==> src/rtl/ram_be_arbiter.sv <==
// ram_be_arbiter: arbitrates two requesters onto one byte-enable block RAM.
// The write port and the read port are shared independently, each with its own
// round-robin pointer. Read data returns through a two-entry response FIFO per
// requester, with valid/ready backpressure.
//
// Ports:
//   clk_in, reset_in                     clock, synchronous active-high reset
//   wrValid_in/wrReady_out               per-requester write handshake
//   wrAddr_in/wrData_in/wrByteEn_in      write row, byte lanes 7..0, enables
//   rdValid_in/rdReady_out/rdAddr_in     per-requester read request handshake
//   rspValid_out/rspReady_in/rspData_out per-requester response FIFO head
//
// Optional feature: define RAM_ARB_FWD_EN so that a read accepted in the same
// cycle as a write to the same row returns the newly written bytes.

module ram_sc_be #(
    parameter int unsigned ADDR_NBITS = 5,
    parameter int unsigned SPAN_NBITS = 8,
    parameter int unsigned NSPANS     = 8
) (
    input  logic                                 clk_in,
    input  logic                                 wr_en,
    input  logic [ADDR_NBITS-1:0]                wr_addr,
    input  logic [NSPANS-1:0][SPAN_NBITS-1:0]    wr_data,
    input  logic [NSPANS-1:0]                    wr_be,
    input  logic [ADDR_NBITS-1:0]                rd_addr,
    output logic [NSPANS-1:0][SPAN_NBITS-1:0]    rd_data
);
    localparam int unsigned DEPTH = 1 << ADDR_NBITS;

    logic [NSPANS-1:0][SPAN_NBITS-1:0] mem [DEPTH];

    // Registered read returns pre-write data on a same-row collision.
    always_ff @(posedge clk_in) begin
        for (int j = 0; j < int'(NSPANS); j++) begin
            if (wr_en && wr_be[j]) begin
                mem[wr_addr][j] <= wr_data[j];
            end
        end
        rd_data <= mem[rd_addr];
    end
endmodule

module ram_be_arbiter #(
    parameter int unsigned ADDR_NBITS = 5
) (
    input  logic                            clk_in,
    input  logic                            reset_in,
    input  logic [1:0]                      wrValid_in,
    output logic [1:0]                      wrReady_out,
    input  logic [1:0][ADDR_NBITS-1:0]      wrAddr_in,
    input  logic [1:0][7:0][7:0]            wrData_in,
    input  logic [1:0][7:0]                 wrByteEn_in,
    input  logic [1:0]                      rdValid_in,
    output logic [1:0]                      rdReady_out,
    input  logic [1:0][ADDR_NBITS-1:0]      rdAddr_in,
    output logic [1:0]                      rspValid_out,
    input  logic [1:0]                      rspReady_in,
    output logic [1:0][7:0][7:0]            rspData_out
);
    localparam int unsigned NLANES     = 8;
    localparam int unsigned SPAN_NBITS = 8;

    typedef logic [NLANES-1:0][SPAN_NBITS-1:0] row_t;

    logic            wpri;
    logic            rpri;
    logic            infl_v;
    logic            infl_tag;
    logic [1:0][1:0] fifo_cnt;
    logic [1:0][1:0] occ;
    logic [1:0]      fifo_wptr;
    logic [1:0]      fifo_rptr;
    row_t            fifo_mem [2][2];
    logic [1:0]      rsp_pop;
    logic [1:0]      rsp_push;
    logic [1:0]      rd_elig;
    logic            wr_sel;
    logic            rd_sel;
    logic            ram_wr_en;
    logic            rd_fire;
    row_t            ram_rd_data;
    row_t            push_data;

    // Occupancy counts the in-flight read so an accepted read always has a slot.
    always_comb begin
        for (int i = 0; i < 2; i++) begin
            rsp_pop[i]  = (fifo_cnt[i] != 2'd0) && rspReady_in[i];
            rsp_push[i] = infl_v && (infl_tag == 1'(i));
            occ[i]      = fifo_cnt[i] + 2'(rsp_push[i]);
            rd_elig[i]  = rdValid_in[i] &&
                          ((occ[i] < 2'd2) || ((occ[i] == 2'd2) && rsp_pop[i]));
        end
    end

    // Round-robin grants; the pointer only matters when both are eligible.
    always_comb begin
        wrReady_out = 2'b00;
        rdReady_out = 2'b00;
        if (!reset_in) begin
            if (&wrValid_in) wrReady_out[wpri] = 1'b1;
            else             wrReady_out       = wrValid_in;
            if (&rd_elig)    rdReady_out[rpri] = 1'b1;
            else             rdReady_out       = rd_elig;
        end
    end

    assign wr_sel    = wrReady_out[1];
    assign ram_wr_en = |wrReady_out;
    assign rd_sel    = rdReady_out[1];
    assign rd_fire   = |rdReady_out;

    ram_sc_be #(
        .ADDR_NBITS (ADDR_NBITS),
        .SPAN_NBITS (SPAN_NBITS),
        .NSPANS     (NLANES)
    ) u_ram (
        .clk_in  (clk_in),
        .wr_en   (ram_wr_en),
        .wr_addr (wrAddr_in[wr_sel]),
        .wr_data (wrData_in[wr_sel]),
        .wr_be   (wrByteEn_in[wr_sel]),
        .rd_addr (rdAddr_in[rd_sel]),
        .rd_data (ram_rd_data)
    );

`ifdef RAM_ARB_FWD_EN
    row_t              fwd_data;
    logic [NLANES-1:0] fwd_be;
    logic              fwd_hit;

    // Capture the colliding write so its enabled bytes override the stale RAM read.
    always_ff @(posedge clk_in) begin
        fwd_data <= wrData_in[wr_sel];
        fwd_be   <= wrByteEn_in[wr_sel];
        if (reset_in) begin
            fwd_hit <= 1'b0;
        end else begin
            fwd_hit <= ram_wr_en && rd_fire &&
                       (wrAddr_in[wr_sel] == rdAddr_in[rd_sel]);
        end
    end

    always_comb begin
        for (int j = 0; j < int'(NLANES); j++) begin
            push_data[j] = (fwd_hit && fwd_be[j]) ? fwd_data[j] : ram_rd_data[j];
        end
    end
`else
    assign push_data = ram_rd_data;
`endif

    // Pointers, in-flight tag and FIFO bookkeeping.
    always_ff @(posedge clk_in) begin
        if (reset_in) begin
            wpri      <= 1'b0;
            rpri      <= 1'b0;
            infl_v    <= 1'b0;
            infl_tag  <= 1'b0;
            fifo_cnt  <= '0;
            fifo_wptr <= '0;
            fifo_rptr <= '0;
        end else begin
            if (&wrValid_in) wpri <= ~wpri;
            if (&rd_elig)    rpri <= ~rpri;
            infl_v   <= rd_fire;
            infl_tag <= rd_sel;
            for (int i = 0; i < 2; i++) begin
                if (rsp_push[i]) fifo_wptr[i] <= ~fifo_wptr[i];
                if (rsp_pop[i])  fifo_rptr[i] <= ~fifo_rptr[i];
                fifo_cnt[i] <= fifo_cnt[i] + 2'(rsp_push[i]) - 2'(rsp_pop[i]);
            end
        end
    end

    // FIFO storage needs no reset; the counters gate visibility.
    always_ff @(posedge clk_in) begin
        for (int i = 0; i < 2; i++) begin
            if (!reset_in && rsp_push[i]) begin
                fifo_mem[i][fifo_wptr[i]] <= push_data;
            end
        end
    end

    always_comb begin
        for (int i = 0; i < 2; i++) begin
            rspValid_out[i] = (fifo_cnt[i] != 2'd0);
            rspData_out[i]  = fifo_mem[i][fifo_rptr[i]];
        end
    end
endmodule

==> config.mk <==
export PLATFORM = sky130hd
export DESIGN_NAME = ram_be_arbiter
export DESIGN_NICKNAME = d
export VERILOG_FILES = /design/src/rtl/ram_be_arbiter.sv
export SDC_FILE = /design/constraint.sdc
export NUM_CORES = 2
export LEC_CHECK = 0
export BUFFER_PORTS_ARGS = -buffer_cell sky130_fd_sc_hd__buf_2
export CAP_MARGIN = 20
export CORE_AREA = 2 2 476 668
export DETAILED_ROUTE_END_ITERATION = 8
export DIE_AREA = 0 0 478 670
export PLACE_DENSITY = 0.56
export SLEW_MARGIN = 10
export SYNTH_ARGS = -nofsm -noshare
export SYNTH_HDL_FRONTEND = slang
export SYNTH_SLANG_ARGS = --single-unit
==> constraint.sdc <==
create_clock -name clk_in -period 8.55 [get_ports clk_in]
set_input_delay 2.565 -clock clk_in [delete_from_list [all_inputs] [get_ports clk_in]]
set_output_delay 2.565 -clock clk_in [all_outputs]
set_load 0.01 [all_outputs]
* After elaboration in Yosys (flattened, before gate mapping) *
Memory sizes are Yosys's and may differ from the RTL's. A register that Yosys moved wholly into a read port is not among the register bits.
Cells that the tools add are included.

cells by class
  add/subtract/negate cells = 4
  magnitude comparators = 14
  eq/ne operators = 2
  multiplexer cells = 48
  bitwise operators = 11
  reduce and logical (&&, ||, !) cells = 32

operators with widths
  kind                  count
  $mux W64              10
  $mux W128             4
  $demux W64 S1         2
  $reduce_or A128 Y1    1
  $logic_and A1 B1 Y1   22
  $mux W1               21
  $mux W8               2
  $mux W5               3
  $ge A2 B2 Y1 const B  4
  $lt A1 B2 Y1 const B  4
  $mux W2               4
  $not A1 Y2            4
  $not A1 Y1            7
  $add A2 B1 Y2         2
  $eq A2 B2 Y1 const B  2
  $lt A2 B1 Y1 const B  2
  $lt A2 B2 Y1 const B  2
  $reduce_and A2 Y1     2
  $reduce_bool A2 Y1    2
  $reduce_or A2 Y1      2
  $sub A2 B1 Y2         2
  $demux W1 S1          2
  $ge A1 B1 Y1 const B  2
  $logic_or A1 B1 Y1    2
  $logic_not A1 Y1      1

storage, ports and cells
  register bits = 12
  bits in writable memories = 2304
  bits of input ports = 172
  output and inout port bits = 134
  word-level logic and storage cells = 123
  memories = 2

memory list
  name       words  width  rd ports  clocked after memory_dff  write ports  line  text
  u_ram.mem  32     64     1         1                         1            31    logic [NSPANS-1:0][SPAN_NBITS-1:0] mem [DEPTH];
  fifo_mem   2      128    2         0                         1            74    row_t fifo_mem [2][2];

* Logic depth before layout (Yosys ltp) *
  word-level depth = 12
  gate-level depth with buffers = 15
  gate-level depth less buffers = 10

* Modules after synthesis *
Synthesis repeated with hierarchy kept, for this count alone.

unflattened totals
  cells, all modules = 4633
  area, all modules = 91163.7 um2

modules (own cells, without submodules)
  module          times used  cells an instance  area an instance (um2)  seq. area each (um2)
  ram_sc_be       1           4066               80344.6                 62780.2
  ram_be_arbiter  1           567                10819.1                 7927.6

* Worst setup path before layout *
OpenSTA, ideal clock, no wires.

  path kind = input-to-reg
  from = input reset_in
  to = memory fifo_mem[0][128] (netlist name), enable pin
  library setup time = 0.578 ns
  data arrival time = 7.513 ns
  required time = 7.972 ns
  slack = 0.459 ns
  stages = 2
  buffers on the path = 1
  path through = clkbuf_1 > nor3b_1

between the ends
  longest elaborated chain between the ends = 6
  elaborated cells on any way between the ends = 10
  classes of those cells = 6 x mux; 4 x reduce/logical

RTL lines
  what                                                   line  text
  start, declared                                        48    input logic reset_in,
  $logic_not A1 Y1 (*)                                   179   if (!reset_in && rsp_push[i]) begin
  $logic_and A1 B1 Y1                                    179
  $mux W1                                                179
  $mux W128 (implied by the code)                        180   fifo_mem[i][fifo_wptr[i]] <= push_data;
  $reduce_or A128 Y1 (no source line)                    --
  $mux W1 (no source line) or $mux W128 (tied branches)  --
  end, declared                                          74

Mark *: on every way between the ends. The rest lies on a longest branch, timed or not.

* Final worst setup path *
  from = input rspReady_in[0]
  to = output rdReady_out[1]

between the ends
  longest elaborated chain between the ends = 7

RTL lines
  what                 line  text
  start, declared      58    input logic [1:0] rspReady_in,
  $logic_and A1 B1 Y1  88    rsp_pop[i] = (fifo_cnt[i] != 2'd0) && rspReady_in[i];
  $logic_and A1 B1 Y1  92    ((occ[i] < 2'd2) || ((occ[i] == 2'd2) && rsp_pop[i]));
  $logic_or A1 B1 Y1   92
  $logic_and A1 B1 Y1  91    rd_elig[i] = rdValid_in[i] &&
  $reduce_and A2 Y1    103   if (&rd_elig) rdReady_out[rpri] = 1'b1;
  $mux W2              103
  $mux W2              100   if (!reset_in) begin
  end, declared        55    output logic [1:0] rdReady_out,

Every way passes these cells.

==> reports/summary.txt <==
CP required: 5.99 ns
Die Wd: 478 µm
Reg clk slew, reported paths: 0.06 ns
H-tree Lvls: 4
Cell breakdown of the critical path: buf_2, nor3b_2, o21ai_2, a31oi_4, nand2_2, inv_2, buf_2
Post-synth EDFFs: 2304
Worst path max stage delay: 0.42 ns
XOR/XNOR share of the synthesized area: 0.0933%
Synth top area cells: edfxtp_1 (74%), nand2_1 (3.5%), mux4_2 (2.8%)
Crit share post-route: 79.8%
Die Y: 670 µm
FF-to-FF path depth: 11
Top Ports: 306
Hold Crit Depth: 0
Max_slew headroom: 20.0%
Post-DP HPWL: 202000 µm
R2R Path Start: infl_tag
Cell with the most instances after synthesis: edfxtp_1
Hold_ws: 0.488 ns
FMAX: 0.147 GHz
Worst Path Arrival: 4.26 ns
Worst path slowest cell: a31oi_4
Layout Nets: 6504
Final min period: 6.82 ns
Synth async-reset ratio: 0%
Layout area overhead: 15.3%
Lkg Pwr: 34.8 nW
Critical path type: input pin to output pin
Grt total ovfl: 0
Top cell type's share of synthesized area: 73.7%
Setup-failing EPs final: 0
Detailed-route via count: 57200
Inserted Clock Buffers: 223
GPL Wtd Cong: 0.859
Syn Nets: 6155
Most frequent CP cell: buf_2
Fin. max-slew vios: 0
I/O Buffers: 305
Antenna violations before repair: 22
Worst flop-to-flop path endpoint: u_ram.rd_data[2]
Post-synth top flop: edfxtp_1
Synth Area in Adders: 0.0266%
Post-cts hold buffer count: 0
Starting Density: 29.9%
Critical-path maximum fanout: 15
Pwr Total: 27.3 mW
Tot GR Track Use: 18.7%
Tightest Pin Transition: 1.20 ns
Post-synthesis sequential area ratio: 75.3%
Vias in the first global route: 55500
Share of cells above drive strength 1: 19.2%
Synth Area in Compound Gates: 7.62%
DR vias/cell: 5.34
Row count: 244
Run status: complete, no violations
Die area: 320000 µm²
Multiplexer area fraction after synthesis: 6.85%
Largest net degree at the start of global routing: 116
Setup crit end kind: output pin
Worst Hold Class: flip-flop to flip-flop
Syn Inst Count: 5981
PostCTS Resize Cnt: 0
CTS root buffer: clkbuf_16
Simple-Gate Fraction of Synth Area: 7.85%
Synth warnings: 0
Initial drt markers: 6849
Worst-case clock buffer depth: 4
Hold path endpoint: fifo_mem[0][135]
Clock sink count: 2380
Pre-antenna DRT Iters: 9
Routed WL: 311000 µm
Area after DPL: 101000 µm²
Drt drc: 0
CTS tree: built
Clk_lat worst skew: 0.91 ns
Post-Synthesis Cell Area: 93900 µm²
Synth area leader: edfxtp_1
Max VDD drop: 0.000198 V
Worst Skew: 0.0714 ns
Hold Crit Start: u_ram.rd_data[7]
Fin. Hold Viols: 0
Antenna-violating nets left: 0
Startpoint Class: input pin
Setup TNS: 0 ns
Top cells by count, synth: edfxtp_1 (2304), nand2_1 (871), nor2_1 (278), clkbuf_1 (252), nand3_1 (235)
Main combinational cell family by area after synthesis: simple AND/OR/NAND/NOR gates
Unrepaired setup endpoints after global routing: false
Final core occ: 34.5%
Fin area: 108000 µm²
Synth cell types: 76
Core area: 314000 µm²
Global-route wire length before repair: 431000 µm
Synthesis-stage register bit count: 2380
Worst reg2reg setup slack: 3.85 ns
Pwr dens: 252 nW/µm²
Post CTS Setup Buffer Count: 0
Routed len/inst: 29.1 µm
Syn Area/Cell: 15.7 µm²
Max Cap Viol: 0
[sequential cells by signal, indices dropped and copies added (netlist names)]
signal,flops
fifo_cnt,4
fifo_mem,256
fifo_rptr,2
fifo_wptr,2
infl_tag,1
infl_v,1
rpri,1
u_ram.mem,2048
u_ram.rd_data,64
wpri,1
[stage by stage]
| step | cells | setup WS [ns] |
|---|---|---|
| 3_5_place_dp | 10300 | 1.68 |
| 4_1_cts | 10700 | 1.72 |
| 5_1_grt | 10700 | 1.63 |
| 2_1_floorplan | 5981 | 0.459 |
| 6_report | 10700 | 1.73 |
| 3_3_place_gp | 10300 | 1.67 |
[cell families (layout without fill, tap and decap cells)]
kind of cell | after synthesis | in the layout
buffers and inverters | 431 | 957
adders and majority gates | 2 | 2
and+or+nand+nor | 1680 | 1680
xor gates and xnor gates | 10 | 10
AOI/OAI and AO/OA | 1009 | 1009
other | 0 | 15
muxes | 469 | 469
DFF | 2380 | 2380
[area by class of cell]
class	count	area, µm²
fill	29900	206000
sequential	2380	70700
multi-input combinational	3170	21400
clock buffer	291	6010
tap	4182	5230
timing repair buffer	548	3720
clock inverter	111	1120
antenna	15	37.5
inverter	7	26.3
[where the power goes]
group | internal, mW | total, mW | switching (mW)
Sequential | 13.2 | 13.6 | 0.364
Combinational | 1.21 | 3.80 | 2.59
Clock | 5.55 | 9.91 | 4.36
[worst max-delay path: cells and delay by family]
kind                   cells  cell delay, ns
AOI/OAI and AO/OA          2            0.54
buffers and inverters      3            0.82
and+or+nand+nor            2            0.30
[placed cells by master, fill, tap and decap left out, drive strengths merged, types with 34 or more instances in the layout]
master and n:
a211oi 138, a21oi 210, a22oi 58, a311oi 90, a31oi 46, a32oi 96, and3 105, buf 548
clkbuf 291, clkinv 74, dfxtp 76, edfxtp 2304, mux2 193, mux2i 157, mux4 119, nand2 872
nand2b 78, nand3 235, nand4 47, nor2 280, o21ai 128, o221ai 34, o22ai 35, o31ai 39
[metal layers]
layer  share of wire [%]  GRT usage, %  up-vias
met2                  48          30.8     2900
met1                  38          23.3    29500
met4                 5.7          9.67        4
li1                    -             -    24100
met3                 8.4          3.63      651
met5              0.0067             0        -
[worst max path at each step]
stage                    from                end  slack (ns)
6_report       rspReady_in[0]     rdReady_out[1]        1.73
3_3_place_gp   rspReady_in[0]     rdReady_out[1]        1.67
2_1_floorplan        reset_in   fifo_mem[0][128]        0.46
5_1_grt        rspReady_in[0]     rdReady_out[1]        1.63
3_5_place_dp   rspReady_in[1]  u_ram.rd_data[23]        1.68
4_1_cts        rspReady_in[0]     rdReady_out[1]        1.72
(Power assumes the default switching activity.)
